--- src/rtl/lib_allocator_islip.sv ---
// iSLIP separable allocator: N requesters, M resources, up to ITER request-grant-accept rounds.
// Optional early exit on an iteration that adds no matches: define LIB_ISLIP_EARLY_EXIT_EN.
module lib_allocator_islip #(
  parameter int N    = 4,
  parameter int M    = 4,
  parameter int ITER = 3
) (
  input  logic                   clk,
  input  logic                   reset_n,
  input  logic                   i_start,
  input  logic [0:N-1][0:M-1]    i_request,
  output logic                   o_busy,
  output logic                   o_done,
  output logic [0:M-1][0:N-1]    o_grant
);

  localparam int NW = (N > 1) ? $clog2(N) : 1;
  localparam int MW = (M > 1) ? $clog2(M) : 1;
  localparam int IW = $clog2(ITER + 1);

  typedef enum logic [1:0] {S_IDLE, S_ITERATE, S_DONE} state_t;

  state_t              r_state;
  state_t              w_next;
  logic [0:N-1][0:M-1] r_req;
  logic [0:M-1][0:N-1] r_grant;
  logic [NW-1:0]       r_gptr [M];
  logic [MW-1:0]       r_aptr [N];
  logic [IW-1:0]       r_iter;

  logic [N-1:0]        w_in_free;
  logic [M-1:0]        w_out_free;
  logic [0:M-1][0:N-1] w_gnt;
  logic [0:M-1][0:N-1] w_acc;
  logic                w_last;
  logic                w_exit;

  // One request-grant-accept round over the still-unmatched inputs and outputs.
  always_comb begin
    logic found;
    int   idx;
    found      = 1'b0;
    idx        = 0;
    w_out_free = '1;
    w_in_free  = '1;
    w_gnt      = '0;
    w_acc      = '0;
    for (int m = 0; m < M; m++) begin
      for (int n = 0; n < N; n++) begin
        if (r_grant[m][n]) begin
          w_out_free[m] = 1'b0;
          w_in_free[n]  = 1'b0;
        end
      end
    end
    for (int m = 0; m < M; m++) begin
      found = 1'b0;
      for (int k = 0; k < N; k++) begin
        idx = int'(r_gptr[m]) + k;
        if (idx >= N) idx = idx - N;
        if (w_out_free[m] && !found && r_req[idx][m] && w_in_free[idx]) begin
          w_gnt[m][idx] = 1'b1;
          found         = 1'b1;
        end
      end
    end
    for (int n = 0; n < N; n++) begin
      found = 1'b0;
      for (int k = 0; k < M; k++) begin
        idx = int'(r_aptr[n]) + k;
        if (idx >= M) idx = idx - M;
        if (w_in_free[n] && !found && w_gnt[idx][n]) begin
          w_acc[idx][n] = 1'b1;
          found         = 1'b1;
        end
      end
    end
  end

  assign w_last = (r_iter == IW'(ITER));

`ifdef LIB_ISLIP_EARLY_EXIT_EN
  assign w_exit = w_last | ~(|w_acc);
`else
  assign w_exit = w_last;
`endif

  always_ff @(posedge clk or negedge reset_n) begin
    if (!reset_n) r_state <= S_IDLE;
    else          r_state <= w_next;
  end

  always_comb begin
    w_next = r_state;
    case (r_state)
      S_IDLE:    if (i_start) w_next = S_ITERATE;
      S_ITERATE: if (w_exit)  w_next = S_DONE;
      S_DONE:    w_next = S_IDLE;
      default:   w_next = S_IDLE;
    endcase
  end

  always_ff @(posedge clk or negedge reset_n) begin
    if (!reset_n) begin
      r_req   <= '0;
      r_grant <= '0;
      r_iter  <= '0;
      for (int m = 0; m < M; m++) r_gptr[m] <= '0;
      for (int n = 0; n < N; n++) r_aptr[n] <= '0;
    end else begin
      if (r_state == S_IDLE && i_start) begin
        r_req   <= i_request;
        r_grant <= '0;
        r_iter  <= IW'(1);
      end
      if (r_state == S_ITERATE) begin
        r_grant <= r_grant | w_acc;
        if (!w_exit) r_iter <= r_iter + 1'b1;
      end
      // Pointers only move on first-iteration accepts; that is what desynchronises them.
      for (int m = 0; m < M; m++) begin
        for (int n = 0; n < N; n++) begin
          if (r_state == S_ITERATE && r_iter == IW'(1) && w_acc[m][n]) begin
            r_gptr[m] <= NW'((n + 1) % N);
            r_aptr[n] <= MW'((m + 1) % M);
          end
        end
      end
    end
  end

  assign o_busy  = (r_state == S_ITERATE);
  assign o_done  = (r_state == S_DONE);
  assign o_grant = r_grant;

endmodule

--- config.mk ---
export PLATFORM = sky130hd
export DESIGN_NAME = lib_allocator_islip
export DESIGN_NICKNAME = d
export VERILOG_FILES = /design/src/rtl/lib_allocator_islip.sv
export SDC_FILE = /design/constraint.sdc
export NUM_CORES = 1
export LEC_CHECK = 0
export ABC_AREA = 1
export CAP_MARGIN = 5
export CORE_UTILIZATION = 50
export CTS_BUF_LIST = sky130_fd_sc_hd__clkbuf_4 sky130_fd_sc_hd__clkbuf_8 sky130_fd_sc_hd__clkbuf_16
export CTS_CLUSTER_DIAMETER = 100
export DETAILED_ROUTE_END_ITERATION = 16
export GPL_TIMING_DRIVEN = 1
export PLACE_DENSITY = 0.67
export SYNTH_ARGS = -nofsm -noshare
export SYNTH_HDL_FRONTEND = slang
export SYNTH_SLANG_ARGS = --single-unit
--- constraint.sdc ---
create_clock -name clk -period 4 [get_ports clk]
set_clock_uncertainty 0.2 [all_clocks]
set_input_delay 1 -clock clk [delete_from_list [all_inputs] [get_ports clk]]
set_output_delay 1 -clock clk [all_outputs]
set_load 0.01 [all_outputs]
## Word-level counts from Yosys, hierarchy flattened

Index checks and enable logic that the tools add are counted.

| word-level totals | value |
|---|---|
| flip-flop bits (word level) | 52 |
| latch bits | 0 |
| memory bits (writable) | 0 |
| bits in read-only memories | 0 |
| bits of input ports | 19 |
| output and inout port bits | 18 |
| logic and storage cells | 776 |
| memories kept | 0 |

| operators by class | value |
|---|---|
| $add $sub $neg | 57 |
| multiply operators | 0 |
| div/mod/pow operators | 0 |
| magnitude comparators | 112 |
| eq/ne operators | 6 |
| shifts and indexed selects | 0 |
| multiplexer cells | 366 |
| bitwise operators | 60 |
| reductions and logical operators | 157 |

Operators by type and width:

| cell | number |
|---|---|
| $ge 32x3->1 const B | 32 |
| $lt 32x1->1 const B | 32 |
| $mux 32 | 32 |
| $not 32->32 | 32 |
| $lt 32x4->1 const B | 16 |
| $mux 16 | 18 |
| $bmux 4 s2 | 32 |
| $or 16x16->16 | 16 |
| $mux 4 | 36 |
| $demux 4 s2 | 16 |
| $mux 1 | 123 |
| $logic_and 1x1->1 | 122 |
| $mux 2 | 56 |
| $sub 3x3->4 const B | 24 |
| $ge 3x3->1 const B | 24 |
| $mux 3 | 20 |
| $add 2x2->3 const B | 16 |
| $or 4x4->4 | 12 |
| $bmux 1 s2 | 16 |
| $demux 1 s2 | 16 |
| $reduce_bool 4->1 | 8 |
| $sub 2x3->4 const B | 8 |
| $add 2x1->3 const B | 8 |
| $ge 2x3->1 const B | 8 |
| other kinds (10) | 35 |

## Depth between registers and ports, before layout

Gate-level depths: netlist (run 1).

| logic depth | value |
|---|---|
| word-level depth | 70 |
| gate-level depth with buffers | 25 |
| mapped depth without buffers | 24 |

## Worst setup path after synthesis (run 1)

OpenSTA, ideal clock, no wires.

| timing path | value |
|---|---|
| path type | register to register |
| from | reg r_gptr[6] (netlist bit) |
| to | reg r_gptr[0] (netlist bit) |
| library setup time | 116 ps |
| arrival time | 2,518 ps |
| data required time | 3,684 ps |
| setup slack | 1,166 ps |
| stages on the path, launching flop included | 22 |
| buffers on the path | 1 |
| clock period less this slack | 2,834 ps |
| cell sequence | dfrtp_1 > buf_6 > inv_6 > ha_1 > inv_1 > nor2_1 > nand2_1 > nand3_1 > nor2_4 > nand3_1 > nand4_1 > nand2_1 > nand2_2 > nand2_1 > inv_2 > nor2_8 > nand3_1 > nand3_2 > o21ai_0 > nand2_1 > nand2_1 > nand2_1 |

| on the way | value |
|---|---|
| cells in the longest elaborated chain, start to end | 69 |
| elaborated cells on any way between the ends | 226 |
| those cells by class | add/sub: 7; order compare: 12; mux: 122; bitwise: 22; reduce/logical: 63 |

RTL lines:

| item | RTL line | source |
|---|---|---|
| start, declared | 27 | `logic [NW-1:0] r_gptr [M];` |
| start signal, assigned by index | 124 | `r_gptr[m] <= NW'((n + 1) % N);` |
| parallel branches: the longest is 23 deep, another holds $ge 32x3->1 | - |  |
| $mux 4 (*) | 61 | `if (w_out_free[m] && !found && r_req[idx][m] && w_in_free[idx]) begin` |
| $bmux 4 s2 | 72 | `if (w_in_free[n] && !found && w_gnt[idx][n]) begin` |
| $mux 4 (implied by the code) (2 in series) | 72 |  |
| $logic_and 1x1->1 | 72 |  |
| $mux 1 | 72 |  |
| $logic_not 1->1 | 72 |  |
| $logic_and 1x1->1 (2 in series) | 72 |  |
| (+27 left out) | - |  |
| $or 16x16->16 (no source line) | - |  |
| $mux 16 | 72 |  |
| $or 16x16->16 (no source line) | - |  |
| $mux 16 | 72 |  |
| $or 16x16->16 (no source line) | - |  |
| $mux 16 (*) | 72 |  |
| $logic_and 1x1->1 | 123 | `if (r_state == S_ITERATE && r_iter == IW'(1) && w_acc[m][n]) begin` |
| $mux 2 (3 in series) | 123 |  |

Every way passes the cells marked *. The select of a mux whose other input is x is not followed.
A chain may end at the register's enable or synchronous reset.

## Worst setup path in the final report (run 1)

| timing path | value |
|---|---|
| from | reg r_gptr[3] (netlist bit) |
| to | reg r_aptr[7] (netlist bit) |

| on the way | value |
|---|---|
| cells in the longest elaborated chain, start to end | 69 |
| elaborated cells on any way between the ends | 226 |
| those cells by class | add/sub: 7; order compare: 12; mux: 122; bitwise: 22; reduce/logical: 63 |

RTL lines:

| item | RTL line | source |
|---|---|---|
| parallel branches: the longest is 23 deep, another holds $ge 32x3->1 | - |  |
| $mux 4 (*) | 61 |  |
| $bmux 4 s2 | 72 |  |
| $mux 4 (implied by the code) (2 in series) | 72 |  |
| $logic_and 1x1->1 | 72 |  |
| $mux 1 | 72 |  |
| $logic_not 1->1 | 72 |  |
| $logic_and 1x1->1 (2 in series) | 72 |  |
| (+27 left out) | - |  |
| $or 16x16->16 (no source line) | - |  |
| $mux 16 | 72 |  |
| $or 16x16->16 (no source line) | - |  |
| $mux 16 | 72 |  |
| $or 16x16->16 (no source line) | - |  |
| $mux 16 (*) | 72 |  |
| $logic_and 1x1->1 | 123 |  |
| $mux 2 (3 in series) | 123 |  |
| end signal, assigned by index | 125 | `r_aptr[n] <= MW'((m + 1) % M);` |
| end, declared | 28 | `logic [MW-1:0] r_aptr [N];` |

Marks and branches as above.

==> reports/summary.txt, run 1 <==
Starting Density - 51.72%
fraction of synthesized area in multiplexers - 0%
syn avg cell area - 6.552 um2
crit start category - flop
Die ar. - 0.01235 mm2
Syn Nets - 994
crit path from - r_gptr[3]$_DFFE_PN0P_
clock buffer depth - 2
Layout Cells excl Fill - 1,094
max_cap viols - 0
1st-iter DRT viols - 531
clk root buf - clkbuf_16
core footprint - 0.01152 mm2
Top cell by count, worst path - nand2_1
Distinct cells, synth - 32
Final Slew Violations - 0
number of buffers created by CTS - 5
yosys warns - 0
worst-path cell chain - inv_1 > ha_1 > inv_1 > nor2_1 > nand2_1 > nand2_1 > nand4_1 > nand2_1 > inv_1 > nand3_1 > o21ai_1 > nand2_1 > nand2_1 > nor2_1 > a21oi_1 > nand3_2 > nand2_1 > nand2_1 > a21oi_1 > nor2_1
dpl hpwl - 14,420 um
Max Clk Rate - 285.8 MHz
global placer's final weighted congestion - 1.010
fin crit share - 87.48%
FILL cells - 1,127
CTS tree - yes
Async S/R FF share, synth - 100.0%
H-tree lvl count - 2
worst r2r src - r_gptr[3]$_DFFE_PN0P_
die width - 111.1 um
Net count, final - 1,035
critical path's top delay family - simple AND/OR/NAND/NOR gates
number of global-route vias before repair - 5,936
CP max FO - 9
xor-xnor portion of the synthesized cell area - 0%
CP Data Arrival Time - 3.50 ns
Yosys top cell area share - 21.85%
Avg WL per Cell - 16.65 um
Fin Setup TNS - 0 ns
largest family of logic cells by synthesized area - simple AND/OR/NAND/NOR gates
Yosys reg bits - 52
Simple-Gate Fraction of Synth Area - 48.28%
WP depth - 20
setup violators final - 0
most area-hungry cell type in the Yosys netlist - dfrtp_1
GRT Util Overall - 30.42%
port buffer count - 36
Cells after Synth - 909
Buf+Inv Stages, Crit Path - 3
Clk Latency, worst-skew pair - 0.30 ns
largest net degree at the start of global routing - 31
IO Pins - 37
Seq/Total Area, Yosys - 21.85%
Critical Path Sink - r_aptr[7]$_DFFE_PN0P_
RSZ-0062 raised after global routing - no
HP Class - reg2reg
R2R Path End - r_aptr[7]$_DFFE_PN0P_
final WL - 18,210 um
critical path type - reg2reg
fin crit period - 3.499 ns
PostCTS Resize Cnt - 0
Slew @ Worst Pin - 0.9273 ns
Synth Flop Type - dfrtp_1
top cells by area, synth - dfrtp_1, nand2_1, ha_1, nand3_1, inv_1
Overflow after GRT - 0
Post-synth EDFFs - 0
via count - 6,317
CP required - 4.00 ns
slowest CP cell - dfrtp_1
site row count - 39
status - finished clean
global-route wire length before repair - 29,890 um
Cell Area, Synth - 0.005956 mm2
R2R cell count - 20
clock-pin slew on the worst setup and hold paths - 0.07 ns
Final Hold Fails - 0
TritonRoute pass-1 iters - 6
Antenna Violating Nets Remaining - 0
initial antenna violation count - 0
TritonCTS Sinks - 52
Post-Synth Adder-Cell Area - 13.87%
r2r setup slk - 0.50 ns
CP peak stage delay - 0.46 ns
# hold bufs at CTS - 0
die height - 111.1 um
drc violations - 0
Compound-Gate Fraction of Synth Area - 7.542%
share of cells above drive strength 1 - 12.09%
Slew headroom - 37.95%
Setup Fix Bufs, Post-CTS - 0
final hold slack - 0.3257 ns
Crit. End Element - flop
Antenna Diode Count - 0
vias per inst - 5.774
placed cell count - 1,086
Area Growth Syn to Fin - 11.47%
## worst min-delay path by stage
| stage | startpoint | end | cells past startpoint |
|---|---|---|---|
| after floorplan | r_req[8]$_DFFE_PN0P_ | r_req[8]$_DFFE_PN0P_ | 2 |
| after global placement | r_req[8]$_DFFE_PN0P_ | r_req[8]$_DFFE_PN0P_ | 2 |
| after detailed placement | r_req[8]$_DFFE_PN0P_ | r_req[8]$_DFFE_PN0P_ | 2 |
| after CTS | r_req[8]$_DFFE_PN0P_ | r_req[8]$_DFFE_PN0P_ | 2 |
| after global routing | r_req[8]$_DFFE_PN0P_ | r_req[8]$_DFFE_PN0P_ | 2 |
| final | r_req[8]$_DFFE_PN0P_ | r_req[8]$_DFFE_PN0P_ | 2 |
## metrics by stage
step	cell area (um2)	util, %	setup WS (ns)
finish	6639	57.65	0.5009
CTS	6638	57.64	0.3844
detailed placement	6489	56.35	0.4139
global placement	6489	56.35	0.4529
global route	6639	57.65	0.1572
floorplan	5956	-	1.166
## logic make-up (layout without fill, tap and decap cells)
family / after synthesis / after routing
adders and majority gates: 66 / 66
AOI/OAI and AO/OA: 80 / 80
and+or+nand+nor: 588 / 588
buffers and inverters: 123 / 165
DFF: 52 / 52
## flip-flops by register name (all words and copies together), names as in the netlist
register  flops
r_state       2
r_aptr        8
r_req        16
o_grant      16
r_gptr        8
r_iter        2
## cells in the final DEF (no fill, tap or decap), drive strengths merged
cell	count
nand2	292
nand3	153
inv	110
nor2	91
ha	66
dfrtp	52
o21ai	52
nand4	51
clkdlybuf4s50	35
a21oi	21
buf	11
clkbuf	6
a21boi	2
o21a	2
clkinv	2
nor3	1
o22ai	1
a31oi	1
a22oi	1
clkinvlp	1
## layout make-up
class / instances / area (um2) / area share, %
multi-input combinational: 734 / 4150 / 62.51
sequential: 52 / 1303 / 19.62
timing repair buffer: 46 / 430.4 / 6.483
inverter: 111 / 427.9 / 6.446
tap: 143 / 178.9 / 2.695
clock buffer: 6 / 132.6 / 1.998
clock inverter: 2 / 16.27 / 0.2450
## worst register-to-register path: stages (launching register included)
cell and delay [ns]:
dfrtp_1 0.46, inv_1 0.27, ha_1 0.32, inv_1 0.08
nor2_1 0.05, nand2_1 0.10, nand2_1 0.11, nand4_1 0.11
nand2_1 0.06, inv_1 0.08, nand3_1 0.09, o21ai_1 0.28
nand2_1 0.18, nand2_1 0.10, nor2_1 0.08, a21oi_1 0.17
nand3_2 0.15, nand2_1 0.21, nand2_1 0.11, a21oi_1 0.14
nor2_1 0.05
## synthesized netlist by cell type (16+ instances only)
library cell and n:
ha_1 66, dfrtp_1 52, nand3_2 16, o21ai_0 37, nor2_1 56, nor2_4 19
nand2_1 278, nand3_1 136, a21oi_1 19, nand4_1 51, inv_2 19, inv_1 89
## per-layer routing
layer	vias up	part of all wire, %	GRT usage [%]
li1	3075	-	-
met1	2953	44	39.62
met2	246	47	52.03
met3	43	5.8	3.499
met4	0	2.9	10.72
met5	-	0	0
Power of run 1 is left out: the tool's default activity adds up to more than one toggle a clock period on the data nets, which glitch-free logic cannot reach.
==> run 2, diff against run 1 <==
--- a/config.mk
+++ b/config.mk
@@ -8,7 +8,7 @@
 export ABC_AREA = 1
 export CAP_MARGIN = 5
 export CORE_UTILIZATION = 50
-export CTS_BUF_LIST = sky130_fd_sc_hd__clkbuf_4 sky130_fd_sc_hd__clkbuf_8 sky130_fd_sc_hd__clkbuf_16
+export CTS_BUF_LIST = sky130_fd_sc_hd__clkbuf_16
 export CTS_CLUSTER_DIAMETER = 100
 export DETAILED_ROUTE_END_ITERATION = 16
 export GPL_TIMING_DRIVEN = 1
==> reports/summary.txt, run 2 (synthesized netlist as in run 1, its figures left out) <==
site row count - 39 (unchanged)
slowest CP cell - dfrtp_1 (unchanged)
most common cell after layout, fill and taps aside - nand2_1 (unchanged)
Starting Density - 51.72% (unchanged)
global-route wire length before repair - 29,900 um (was 29,890 um)
WL met3 - 925 um (was 1051 um)
Antenna Diode Count - 0 (unchanged)
CP required - 4.00 ns (about the same)
1st-iter DRT viols - 470 (was 531)
max_cap viols - 0 (unchanged)
clock buffer depth - 2 (unchanged)
largest net degree at the start of global routing - 31 (unchanged)
critical path type - reg2reg (unchanged)
fin crit share - 88.03% (was 87.48%)
HP Class - reg2reg (unchanged)
H-tree lvl count - 2 (unchanged)
worst r2r src - r_gptr[3]$_DFFE_PN0P_ (unchanged)
number of global-route vias before repair - 5,950 (was 5,936)
TritonRoute pass-1 iters - 6 (unchanged)
setup violators final - 0 (unchanged)
number of buffers created by CTS - 5 (unchanged)
RSZ-0062 raised after global routing - no (unchanged)
worst-path cell chain - inv_1 > ha_1 > inv_1 > nor2_1 > nand2_1 > nand2_1 > nand4_1 > nand2_1 > inv_1 > nand3_1 > o21ai_1 > nand2_1 > nand2_1 > nor2_1 > a21oi_1 > nand3_2 > nand2_1 > nand2_1 > a21oi_1 > nor2_1 (unchanged)
drc violations - 0 (unchanged)
critical path's top delay family - simple AND/OR/NAND/NOR gates (unchanged)
core footprint - 0.01152 mm2 (unchanged)
die height - 111.1 um (unchanged)
initial antenna violation count - 0 (unchanged)
R2R Path End - r_aptr[7]$_DFFE_PN0P_ (unchanged)
Overflow after GRT - 0 (unchanged)
Final Slew Violations - 0 (unchanged)
most frequent cells in the layout - nand2_1, nand3_1, inv_1, ha_1, nor2_1 (unchanged)
Buf+Inv Stages, Crit Path - 3 (unchanged)
CP max FO - 9 (unchanged)
Avg WL per Cell - 16.70 um (was 16.65 um)
clk root buf - clkbuf_16 (unchanged)
Slew @ Worst Pin - 0.9581 ns (was 0.9273 ns)
via count - 6,293 (was 6,317)
# hold bufs at CTS - 0 (unchanged)
die width - 111.1 um (unchanged)
hold path startpoint - r_req[8]$_DFFE_PN0P_ (unchanged)
fin crit period - 3.521 ns (was 3.499 ns)
TritonCTS Sinks - 52 (unchanged)
Area Growth Syn to Fin - 11.41% (was 11.47%)
Slew headroom - 35.89% (was 37.95%)
status - finished clean (unchanged)
Multi-input gate area - 0.004150 mm2 (unchanged)
global placer's final weighted congestion - 1.010 (unchanged)
wire length on met1 - 8217 um (was 8015 um)
vias per inst - 5.752 (was 5.774)
Antenna Violating Nets Remaining - 0 (unchanged)
Crit. End Element - flop (unchanged)
CTS tree - yes (unchanged)
Hold Path End - r_req[8]$_DFFE_PN0P_ (unchanged)
dpl hpwl - 14,420 um (unchanged)
final WL - 18,270 um (was 18,210 um)
Clk Latency, worst-skew pair - 0.30 ns (about the same)
Final Hold Fails - 0 (unchanged)
highest metal used - met4 (unchanged)
port buffer count - 36 (unchanged)
PostCTS Resize Cnt - 0 (unchanged)
Die ar. - 0.01235 mm2 (unchanged)
CP peak stage delay - 0.46 ns (about the same)
Fin Setup TNS - 0 ns (unchanged)
GRT Util Overall - 30.42% (unchanged)
Max Clk Rate - 284.0 MHz (was 285.8 MHz)
hold depth - 2 (unchanged)
clock-pin slew on the worst setup and hold paths - 0.07 ns (about the same)
Net count, final - 1,035 (unchanged)
CP Data Arrival Time - 3.52 ns (was 3.50 ns)
crit start category - flop (unchanged)
wire length on met2 - 8573 um (was 8607 um)
IO Pins - 37 (unchanged)
Setup Fix Bufs, Post-CTS - 0 (unchanged)
r2r setup slk - 0.48 ns (was 0.50 ns)
R2R cell count - 20 (unchanged)
Register Area - 0.001303 mm2 (unchanged)
share of cells above drive strength 1 - 11.99% (was 12.09%)
FILL cells - 1,128 (was 1,127)
Top cell by count, worst path - nand2_1 (unchanged)
==> run 2: per-layer routing <==
layer  track usage, %  vias to the layer above
li1                 -                     3072
met1            39.59                     2963
met2            52.08                      216
met3            3.499                       42
met4            10.72                        0
met5                0                        -
==> run 2: area by class of cell <==
| cell class | count | area share, % |
|---|---|---|
| inverter | 111 | 6.449 |
| multi-input combinational | 734 | 62.55 |
| clock buffer | 5 | 1.886 |
| timing repair buffer | 46 | 6.487 |
| tap | 143 | 2.697 |
| clock inverter | 3 | 0.3017 |
| sequential | 52 | 19.63 |
==> run 2: worst min-delay path, stage by stage (launching register included) <==
cell and delay (ns):
dfrtp_1 0.37, nand2_1 0.06, nand2_1 0.06
==> run 2: worst max-delay path by stage <==
stage / end / start / depth (start not counted) / slack [ns]
final: r_aptr[7]$_DFFE_PN0P_ / r_gptr[3]$_DFFE_PN0P_ / 20 / 0.48
after global routing: r_gptr[0]$_DFFE_PN0P_ / r_gptr[3]$_DFFE_PN0P_ / 19 / 0.16
after CTS: r_gptr[5]$_DFFE_PN0P_ / r_gptr[4]$_DFFE_PN0P_ / 21 / 0.38
after detailed placement: r_gptr[5]$_DFFE_PN0P_ / r_gptr[4]$_DFFE_PN0P_ / 21 / 0.41
after global placement: r_gptr[5]$_DFFE_PN0P_ / r_gptr[4]$_DFFE_PN0P_ / 21 / 0.45
after floorplan: r_gptr[0]$_DFFE_PN0P_ / r_gptr[6]$_DFFE_PN0P_ / 21 / 1.17
==> run 2: per-stage QoR <==
| step | hold slack [ns] | cell area, um2 | utilization (%) | cells | setup WS [ns] |
|---|---|---|---|---|---|
| final | 0.3185 | 6635 | 57.62 | 1094 | 0.4786 |
| after floorplan | 0.2707 | 5956 | - | 909 | 1.166 |
| after global routing | 0.3510 | 6635 | 57.62 | 1094 | 0.1553 |
| after CTS | 0.3243 | 6634 | 57.61 | 1094 | 0.3844 |
| after global placement | 0.2953 | 6489 | 56.35 | 1086 | 0.4529 |
| after detailed placement | 0.3027 | 6489 | 56.35 | 1086 | 0.4139 |
Power of run 2 is left out for the same reason.
